[src/rtl/systolic_pkg.sv]
// Shared dimensions and feeder state encoding for the systolic datapath
// (register file, skew feeder and PE array all import the same N/DW).
package systolic_pkg;
    localparam int N      = 8;
    localparam int DW     = 16;
    localparam int BEAT_W = 16;

    typedef enum logic [1:0] {
        IDLE,
        STREAM,
        DRAIN,
        DONE_S
    } feeder_state_t;
endpackage

[src/rtl/skew_delay_line.sv]
// Fixed-depth shift register carrying one lane's data with its valid bit.
// Shifts every cycle; no stall input because the array never backpressures.
module skew_delay_line #(
    parameter int DW    = 16,
    parameter int DEPTH = 1
) (
    input  logic          CLK,
    input  logic          RST,
    input  logic [DW-1:0] IN_DATA,
    input  logic          IN_VALID,
    output logic [DW-1:0] OUT_DATA,
    output logic          OUT_VALID
);
    logic [DW-1:0]    data_q [DEPTH];
    logic [DW-1:0]    data_d [DEPTH];
    logic [DEPTH-1:0] vld_q;
    logic [DEPTH-1:0] vld_d;

    always_comb begin
        data_d[0] = IN_DATA;
        vld_d[0]  = IN_VALID;
        for (int s = 1; s < DEPTH; s++) begin
            data_d[s] = data_q[s-1];
            vld_d[s]  = vld_q[s-1];
        end
    end

    // Data is cleared on reset too so a flushed lane shows zeros, not stale beats.
    always_ff @(posedge CLK) begin
        if (RST) begin
            for (int s = 0; s < DEPTH; s++) begin
                data_q[s] <= '0;
            end
            vld_q <= '0;
        end else begin
            data_q <= data_d;
            vld_q  <= vld_d;
        end
    end

    assign OUT_DATA  = data_q[DEPTH-1];
    assign OUT_VALID = vld_q[DEPTH-1];
endmodule

[src/rtl/systolic_skew_feeder.sv]
// Diagonal skew feeder: lane i delays its beat by i+1 registers so the PE array
// sees a wavefront; after the last beat it drains, pulses DONE and holds the beat count.
module systolic_skew_feeder
    import systolic_pkg::*;
#(
    parameter int N  = systolic_pkg::N,
    parameter int DW = systolic_pkg::DW
) (
    input  logic                            CLK,
    input  logic                            RST,
    input  logic                            IN_VALID,
    input  logic                            IN_LAST,
    output logic                            IN_READY,
    input  logic [DW-1:0]                   R_IN [0:N-1],
    input  logic [DW-1:0]                   C_IN [0:N-1],
    output logic [DW-1:0]                   A_OUT [0:N-1],
    output logic [DW-1:0]                   B_OUT [0:N-1],
    output logic [N-1:0]                    LANE_VALID,
    output logic                            BUSY,
    output logic                            DONE,
    output logic [systolic_pkg::BEAT_W-1:0] BEAT_COUNT
);
    // Drain counter only has to reach N-2.
    localparam int            CW         = (N > 2) ? $clog2(N - 1) : 1;
    localparam logic [CW-1:0] DRAIN_LAST = CW'(N - 2);

    feeder_state_t     state_q, state_d;
    logic [CW-1:0]     drain_cnt_q, drain_cnt_d;
    logic [BEAT_W-1:0] beat_cnt_q, beat_cnt_d;
    logic              accept;
    logic [DW-1:0]     a_entry [N];
    logic [DW-1:0]     b_entry [N];
    logic [N-1:0]      a_vld;
    logic [N-1:0]      b_vld;

    assign IN_READY   = (state_q == IDLE) || (state_q == STREAM);
    assign accept     = IN_VALID && IN_READY;
    assign BUSY       = (state_q != IDLE);
    assign DONE       = (state_q == DONE_S);
    assign BEAT_COUNT = beat_cnt_q;

    always_comb begin
        state_d     = state_q;
        drain_cnt_d = drain_cnt_q;
        beat_cnt_d  = beat_cnt_q;
        unique case (state_q)
            IDLE: begin
                if (accept) begin
                    beat_cnt_d  = BEAT_W'(1);
                    drain_cnt_d = '0;
                    state_d     = IN_LAST ? DRAIN : STREAM;
                end
            end
            STREAM: begin
                if (accept) begin
                    if (beat_cnt_q != '1) begin
                        beat_cnt_d = beat_cnt_q + 1'b1;
                    end
                    if (IN_LAST) begin
                        drain_cnt_d = '0;
                        state_d     = DRAIN;
                    end
                end
            end
            DRAIN: begin
                drain_cnt_d = drain_cnt_q + 1'b1;
                if (drain_cnt_q == DRAIN_LAST) begin
                    state_d = DONE_S;
                end
            end
            DONE_S:  state_d = IDLE;
            default: state_d = IDLE;
        endcase
    end

    always_ff @(posedge CLK) begin
        if (RST) begin
            state_q     <= IDLE;
            drain_cnt_q <= '0;
            beat_cnt_q  <= '0;
        end else begin
            state_q     <= state_d;
            drain_cnt_q <= drain_cnt_d;
            beat_cnt_q  <= beat_cnt_d;
        end
    end

    // Lane entry: an accepted beat enters, anything else enters as a zero bubble.
    always_comb begin
        for (int i = 0; i < N; i++) begin
            a_entry[i] = accept ? R_IN[i] : '0;
            b_entry[i] = accept ? C_IN[i] : '0;
        end
    end

    for (genvar i = 0; i < N; i++) begin : g_lane
        skew_delay_line #(
            .DW   (DW),
            .DEPTH(i + 1)
        ) u_row (
            .CLK      (CLK),
            .RST      (RST),
            .IN_DATA  (a_entry[i]),
            .IN_VALID (accept),
            .OUT_DATA (A_OUT[i]),
            .OUT_VALID(a_vld[i])
        );
        skew_delay_line #(
            .DW   (DW),
            .DEPTH(i + 1)
        ) u_col (
            .CLK      (CLK),
            .RST      (RST),
            .IN_DATA  (b_entry[i]),
            .IN_VALID (accept),
            .OUT_DATA (B_OUT[i]),
            .OUT_VALID(b_vld[i])
        );
    end

    // Row and column valid paths are identical; requiring both keeps each in use.
    assign LANE_VALID = a_vld & b_vld;
endmodule

[config.mk]
export PLATFORM = sky130hd
export DESIGN_NAME = systolic_skew_feeder
export DESIGN_NICKNAME = d
export VERILOG_FILES = /design/src/rtl/systolic_pkg.sv /design/src/rtl/skew_delay_line.sv /design/src/rtl/systolic_skew_feeder.sv
export SDC_FILE = /design/constraint.sdc
export NUM_CORES = 1
export LEC_CHECK = 0
export ABC_AREA = 0
export CAP_MARGIN = 30
export CORE_MARGIN = 8
export CORE_UTILIZATION = 47
export DETAILED_ROUTE_END_ITERATION = 8
export GPL_TIMING_DRIVEN = 0
export HOLD_SLACK_MARGIN = 0.06
export PLACE_DENSITY_LB_ADDON = 0.2
export SYNTH_ARGS = -nofsm -noshare
export SYNTH_HDL_FRONTEND = slang
export SYNTH_SLANG_ARGS = --single-unit
[constraint.sdc]
create_clock -name CLK -period 1.8 [get_ports CLK]
set_clock_uncertainty 0.2 [all_clocks]
set_input_delay 0.45 -clock CLK [delete_from_list [all_inputs] [get_ports CLK]]
set_output_delay 0.45 -clock CLK [all_outputs]
set_load 0.03 [all_outputs]
# Word-level counts from Yosys, hierarchy flattened
# Cells that the tools add are included.
[op_classes]
addsub = 2
mul = 0
div = 0
order_cmp = 0
eq_ne = 10
shift = 0
mux = 14
bitwise_logic = 2
reduce_logical = 10
[op_table]
columns = ["cell", "count"]
rows = [
  ["$mux W16", 3],
  ["$pmux W16 S2", 1],
  ["$add A16 B1 Y16 const B", 1],
  ["$ne A16 B16 Y1 const B", 1],
  ["$reduce_and A4 Y1", 3],
  ["$mux W2", 5],
  ["$mux W3", 3],
  ["$pmux W3 S3", 1],
  ["$and A8 B8 Y8", 1],
  ["$ne A2 B2 Y1 const B", 4],
  ["$pmux W2 S4", 1],
  ["$eq A2 B2 Y1 const B", 2],
  ["$reduce_bool A2 Y1", 2],
  ["$add A3 B1 Y3 const B", 1],
  ["$eq A3 B3 Y1 const B", 1],
  ["$reduce_bool A3 Y1", 1],
  ["$eq A2 B1 Y1 const B", 1],
  ["$logic_not A2 Y1", 1],
  ["$ne A2 B1 Y1 const B", 1],
  ["$reduce_or A2 Y1", 1],
  ["$logic_and A1 B1 Y1", 1],
  ["$logic_or A1 B1 Y1", 1],
  ["$not A1 Y1", 1],
]
[totals]
ff_bits = 1244
latch_bits = 0
ramBits = 0
rom_bits = 0
out_inout_bits = 283
word_cells = 128
n_memories = 0

# Longest topological paths before layout
[depth]
ltp_word = 5
ltp_mapped = 8
depth_no_buf = 6

# By module
# Synthesis repeated with hierarchy kept, for this count alone.
[hier_totals]
hier_cells = 3026
hier_area_um2 = 36129.7
[modules_own_cells]
columns = ["mod", "instances", "cells_per_inst", "area_per_inst_um2", "seq_area_each_um2"]
rows = [
  ["skew_delay_line at g_lane[7].u_col ...", 2, 287, 3679.8, 2722.6],
  ["skew_delay_line at g_lane[6].u_col ...", 2, 251, 3220.6, 2382.3],
  ["skew_delay_line at g_lane[5].u_col ...", 2, 215, 2741.4, 2042.0],
  ["skew_delay_line at g_lane[4].u_col ...", 2, 179, 2312.2, 1701.6],
  ["skew_delay_line at g_lane[3].u_col ...", 2, 143, 1836.8, 1361.3],
  ["systolic_skew_feeder", 1, 450, 2992.9, 420.4],
  ["skew_delay_line at g_lane[2].u_col ...", 2, 107, 1365.1, 1021.0],
  ["skew_delay_line at g_lane[1].u_col ...", 2, 71, 937.1, 680.7],
  ["skew_delay_line at g_lane[0].u_col ...", 2, 35, 475.5, 340.3],
]

# Worst setup path before layout
# No wires, ideal clock.
[synth_timing]
kind = "reg-to-reg"
start = "register beat_cnt_q[0] (netlist: BEAT_COUNT[0])"
end = "register beat_cnt_q[5] (netlist: BEAT_COUNT[5])"
setup_ps = 133
arrival_ps = 1944
required_time_ps = 1467
setup_slack_ps = -477
stages_incl_launch_ff = 7
n_path_buf = 1
period_less_slack_ps = 2277
cell_sequence = "dfxtp_1 ha_1 nand3_1 or4_4 buf_6 a31oi_1 a211oi_2"
[synth_between]
elab_chain_cells = 4
[synth_rtl]
columns = ["element", "line_no", "rtl"]
rows = [
  ["start: declaration", "systolic_skew_feeder.sv:29", "logic [BEAT_W-1:0] beat_cnt_q, beat_cnt_d;"],
  ["start signal: assignment", "systolic_skew_feeder.sv:84", "beat_cnt_q <= beat_cnt_d;"],
  ["$add A16 B1 Y16", "systolic_skew_feeder.sv:57", "beat_cnt_d = beat_cnt_q + 1'b1;"],
  ["$mux W16", "systolic_skew_feeder.sv:56", "if (beat_cnt_q != '1) begin"],
  ["$mux W16", "systolic_skew_feeder.sv:55", "if (accept) begin"],
  ["$pmux W16 S2", "systolic_skew_feeder.sv:46", "unique case (state_q)"],
]
# Several ways; a longest one is shown, not always the timed one. The select of a mux whose other input is x is not followed.
# A chain may end at the register's enable or synchronous reset.

# Worst setup path in the final report
[layout_timing]
start = "register state_q[1]"
end = "output IN_READY"
[layout_between]
elab_chain_cells = 2
[layout_rtl]
columns = ["element", "line_no", "rtl"]
rows = [
  ["start: declaration", "systolic_skew_feeder.sv:27", "feeder_state_t state_q, state_d;"],
  ["start signal: assignment", "systolic_skew_feeder.sv:82", "state_q <= state_d;"],
  ["$eq A2 B1 Y1 or $logic_not A2 Y1 (tied branches)", "systolic_skew_feeder.sv:36", "assign IN_READY = (state_q == IDLE) || (state_q == STREAM);"],
  ["$logic_or A1 B1 Y1 *", "systolic_skew_feeder.sv:36", ""],
  ["end: declaration", "systolic_skew_feeder.sv:13", "output logic IN_READY,"],
]
# Mark *: on every way between the ends. The rest lies on a longest branch, timed or not.

==> summary.md <==
| Metric | Value |
|---|---|
| Pin count of the biggest net entering global routing | 16 |
| Internal power | 45.6 mW |
| Vias | 19,100 |
| M1 GR Usage | 19.9% |
| Initial antenna violation count | 7 |
| Setup Viol. Count Final | 292 |
| Area grow syn2layout | 41.8% |
| Clk buf depth | 3 |
| PD cells | 1260 mW/mm² |
| CP Class | reg -> out |
| Part of the power in the clock network | 42.2% |
| Switching power | 12.4 mW |
| Slowest CP cell | dfxtp_4 |
| Synthesized cell area | 0.0324 mm² |
| Switching Share | 21.4% |
| Drt wl/cell | 17.1 µm |
| Final Hold Viols | 0 |
| Post-synth ARST share | 0% |
| CP Max Fanout | 3 |
| Via density per instance | 4.39 |
| DIE WIDTH | 279 µm |
| Post-synth EDFFs | 0 |
| Sinks on Clock Net | 1,181 |
| Syn Nets | 2,893 |
| Synth cell types | 47 |
| Min-delay worst type | in -> reg |
| CP required | 1.15 ns |
| GRT Residual Overflow | 0 |
| Max Slew Vio Count | 0 |
| Met3 global-route usage | 5.22% |
| Crit end category | output pin |
| Total track usage | 18.4% |
| Synth Register Bits | 1,181 |
| Floorplan row count | 96 |
| Clock latency on the worst-skew pair | 0.65 ns |
| CP startpoint kind | flop |
| Worst r2r path cells | 11 |
| Sequential area share after synthesis | 72.9% |
| Final Wtd Congestion | 0.843 |
| Primary FF master, synth | dfxtp_1 |
| P_leak | 18.9 nW |
| Failing checks | negative setup slack |
| Mapped Cells | 2,625 |
| Area after DPL | 0.0391 mm² |
| DRC Markers | 0 |
| Worst-path clk slew | 0.07 ns |
| Grt peak-use layer | met2 |
| TritonCTS clock tree | built |
| WL final | 74,100 µm |
| Gate power share | 9.8% |
| Total iterations of the first detailed-routing run | 6 |
| Die Area | 0.0776 mm² |
| Fmax | 0.441 GHz |
| Final period utilization | 126% |
| Worst Path Arrival | 1.62 ns |
| PortBufs | 541 |
| Root Buffer | clkbuf_16 |
| Layout fillers | 4,833 |
| Worst-Margin Slew | 0.748 ns |
| Core Box Area | 0.0685 mm² |
| Peak supply drop | 744 µV |
| Setup ws final | -0.469 ns |
| Total clock buffers created by CTS | 113 |
| DIE HEIGHT | 279 µm |
| Outcome | finished with violations |
| Initial core utilization | 47.4% |
| Max Cap Viol | 0 |
| Synth Area per Inst | 12.3 µm² |
| Fin util | 67.2% |
| Cell Chain, Critical Path | inv_4 > ha_4 > or2_4 > buf_6 |
| Layout Nets | 3,627 |
| Hpwl dp | 50,600 µm |
| Post-route minimum period | 2.27 ns |
| Warnings from Yosys | 0 |
| Share of cells above drive strength 1 | 33.1% |
| First-pass GRT wire length | 111,000 µm |
| CTS H-tree lvls | 3 |
| Hold Path Depth | 2 |
| Max incr delay on CP | 0.36 ns |
| Met2 Use GR | 33.2% |
| Iteration-0 DRC count of the detailed router | 623 |
| Vias in the first global route | 20,000 |
| Top Ports | 543 |
| Relative slew slack | 50.1% |
| Post-route ant nets | 0 |
| Design area | 0.0460 mm² |
| RSZ-0062 raised after global routing | yes |
| Flop pwr share | 48.0% |
-- cells in the final DEF, fill, tap and decap left out, drive strengths merged, types with 2 or more instances in the layout --
cell type,n
dfxtp,1181
nor2b,906
buf,379
clkbuf,285
clkdlybuf4s50,258
and2,258
clkinv,27
nor2,18
bufinv,14
inv,13
nand4,12
nand2,8
o21ai,8
ha,8
or4,7
a21oi,7
diode,6
a211oi,6
clkinvlp,5
a31oi,5
a311oi,4
nor3,4
o311ai,4
nand3,4
nor4,4
mux2i,3
o211ai,3
and3,3
nand2b,3
nand3b,2
or2,2
a41oi,2
-- layout make-up --
class                           count  area, µm²  share of cell area [%]
Sequential cell                  1181      24000                    52.2
Multi-Input combinational cell   1291       9000                    19.6
Timing Repair Buffer              630       6870                    14.9
Clock buffer                      161       3320                    7.22
Tap cell                          882       1100                    2.40
Buffer                            132        938                    2.04
Clock inverter                     49        666                    1.45
Inverter                           10       42.5                  0.0925
Antenna cell                        6       15.0                  0.0327
-- path summary, 6_finish.rpt --
kind | endpoint | slack [ns] | startpoint
min | g_lane[0].u_col.OUT_DATA[3] | 0.15 | C_IN[115]
min reg2reg | g_lane[6].u_col.data_d[15] | 0.23 | g_lane[6].u_col.data_d[31]
max reg2reg | g_lane[6].u_row.data_d[85] | -0.40 | state_q[1]
max | IN_READY | -0.47 | state_q[1]
-- registers in the layout, indices dropped and copies added (netlist names) --
| name | count |
|---|---|
| BEAT_COUNT | 16 |
| drain_cnt_q | 3 |
| g_lane.u_col.OUT_DATA | 128 |
| g_lane.u_col.data_d | 448 |
| g_lane.u_col.vld_q | 8 |
| g_lane.u_row.OUT_DATA | 128 |
| g_lane.u_row.data_d | 448 |
| state_q | 2 |
-- per-stage QoR --
step / TNS [ns] / total power, mW / hold WS [ns] / setup slack (ns) / std cells
after CTS: -79.54 / 58.2 / 0.106 / -0.517 / 4333
after global routing: -85.57 / 60.3 / 0.132 / -0.515 / 4339
after detailed placement: -846.88 / 32.1 / 0.220 / -1.42 / 4048
final: -75.68 / 58.1 / 0.148 / -0.469 / 4342
after floorplan: -0.179 / 30.4 / 0.214 / -0.0426 / 2625
after global placement: -818.71 / 32.0 / 0.216 / -1.42 / 4048
-- metal layers --
metal | vias up | part of all wire, %
met2 | 567 | 51
li1 | 9518 | -
met3 | 187 | 6.5
met4 | 6 | 4.2
met1 | 8794 | 39
met5 | - | 0.055
-- power groups by stage --
| stage | Clock [mW] | Combinational (mW) | Sequential (mW) |
|---|---|---|---|
| after floorplan | 0 | 1.75 | 28.6 |
| after global placement | 0 | 3.69 | 28.3 |
| after detailed placement | 0 | 3.78 | 28.3 |
| after CTS | 25.0 | 5.35 | 27.9 |
| after global routing | 26.3 | 6.05 | 28.0 |
| final | 24.5 | 5.70 | 27.8 |
-- cell families after synthesis --
family                   count (synthesis)  synth area share, %
AND/OR/NAND/NOR                       1233                 23.7
flip-flops                            1181                 72.9
adder cells (fa/ha/maj)                  8                0.309
buffers and inverters                  155                 1.92
AO/OA/AOI/OAI                           45                 1.00
multiplexers                             3               0.0926
-- synthesized netlist by cell type (5+ instances only) --
| cell | n | share of area [%] |
|---|---|---|
| nand2_1 | 8 | 0.093 |
| dfxtp_1 | 1181 | 73 |
| inv_1 | 10 | 0.12 |
| a21oi_1 | 7 | 0.11 |
| buf_4 | 8 | 0.19 |
| nor2b_1 | 906 | 17 |
| nor2_1 | 17 | 0.20 |
| ha_1 | 8 | 0.31 |
| a211oi_1 | 5 | 0.12 |
| o21ai_0 | 8 | 0.12 |
| nand4_1 | 11 | 0.21 |
| and2_1 | 258 | 5.0 |
| clkbuf_1 | 132 | 1.5 |
| a31oi_1 | 5 | 0.096 |
-- what timing repair did --
action / CTS / global route
setup buffers: 47 / 12
resized for setup: 2505 / 186
cloned: 31 / 2
hold buffers: 1 / 0
pin swaps: 232 / 31
endpoints found under the hold margin: 6 / 0
endpoints found under the setup margin: 830 / 491
-- worst max-delay path, delay by kind of cell, from the launching register on --
family | cells | cell delay (ns)
buffers and inverters | 2 | 0.19
adders and majority gates | 1 | 0.16
DFF | 1 | 0.36
and+or+nand+nor | 1 | 0.25
Note: power is estimated with default switching activity, not from simulation.
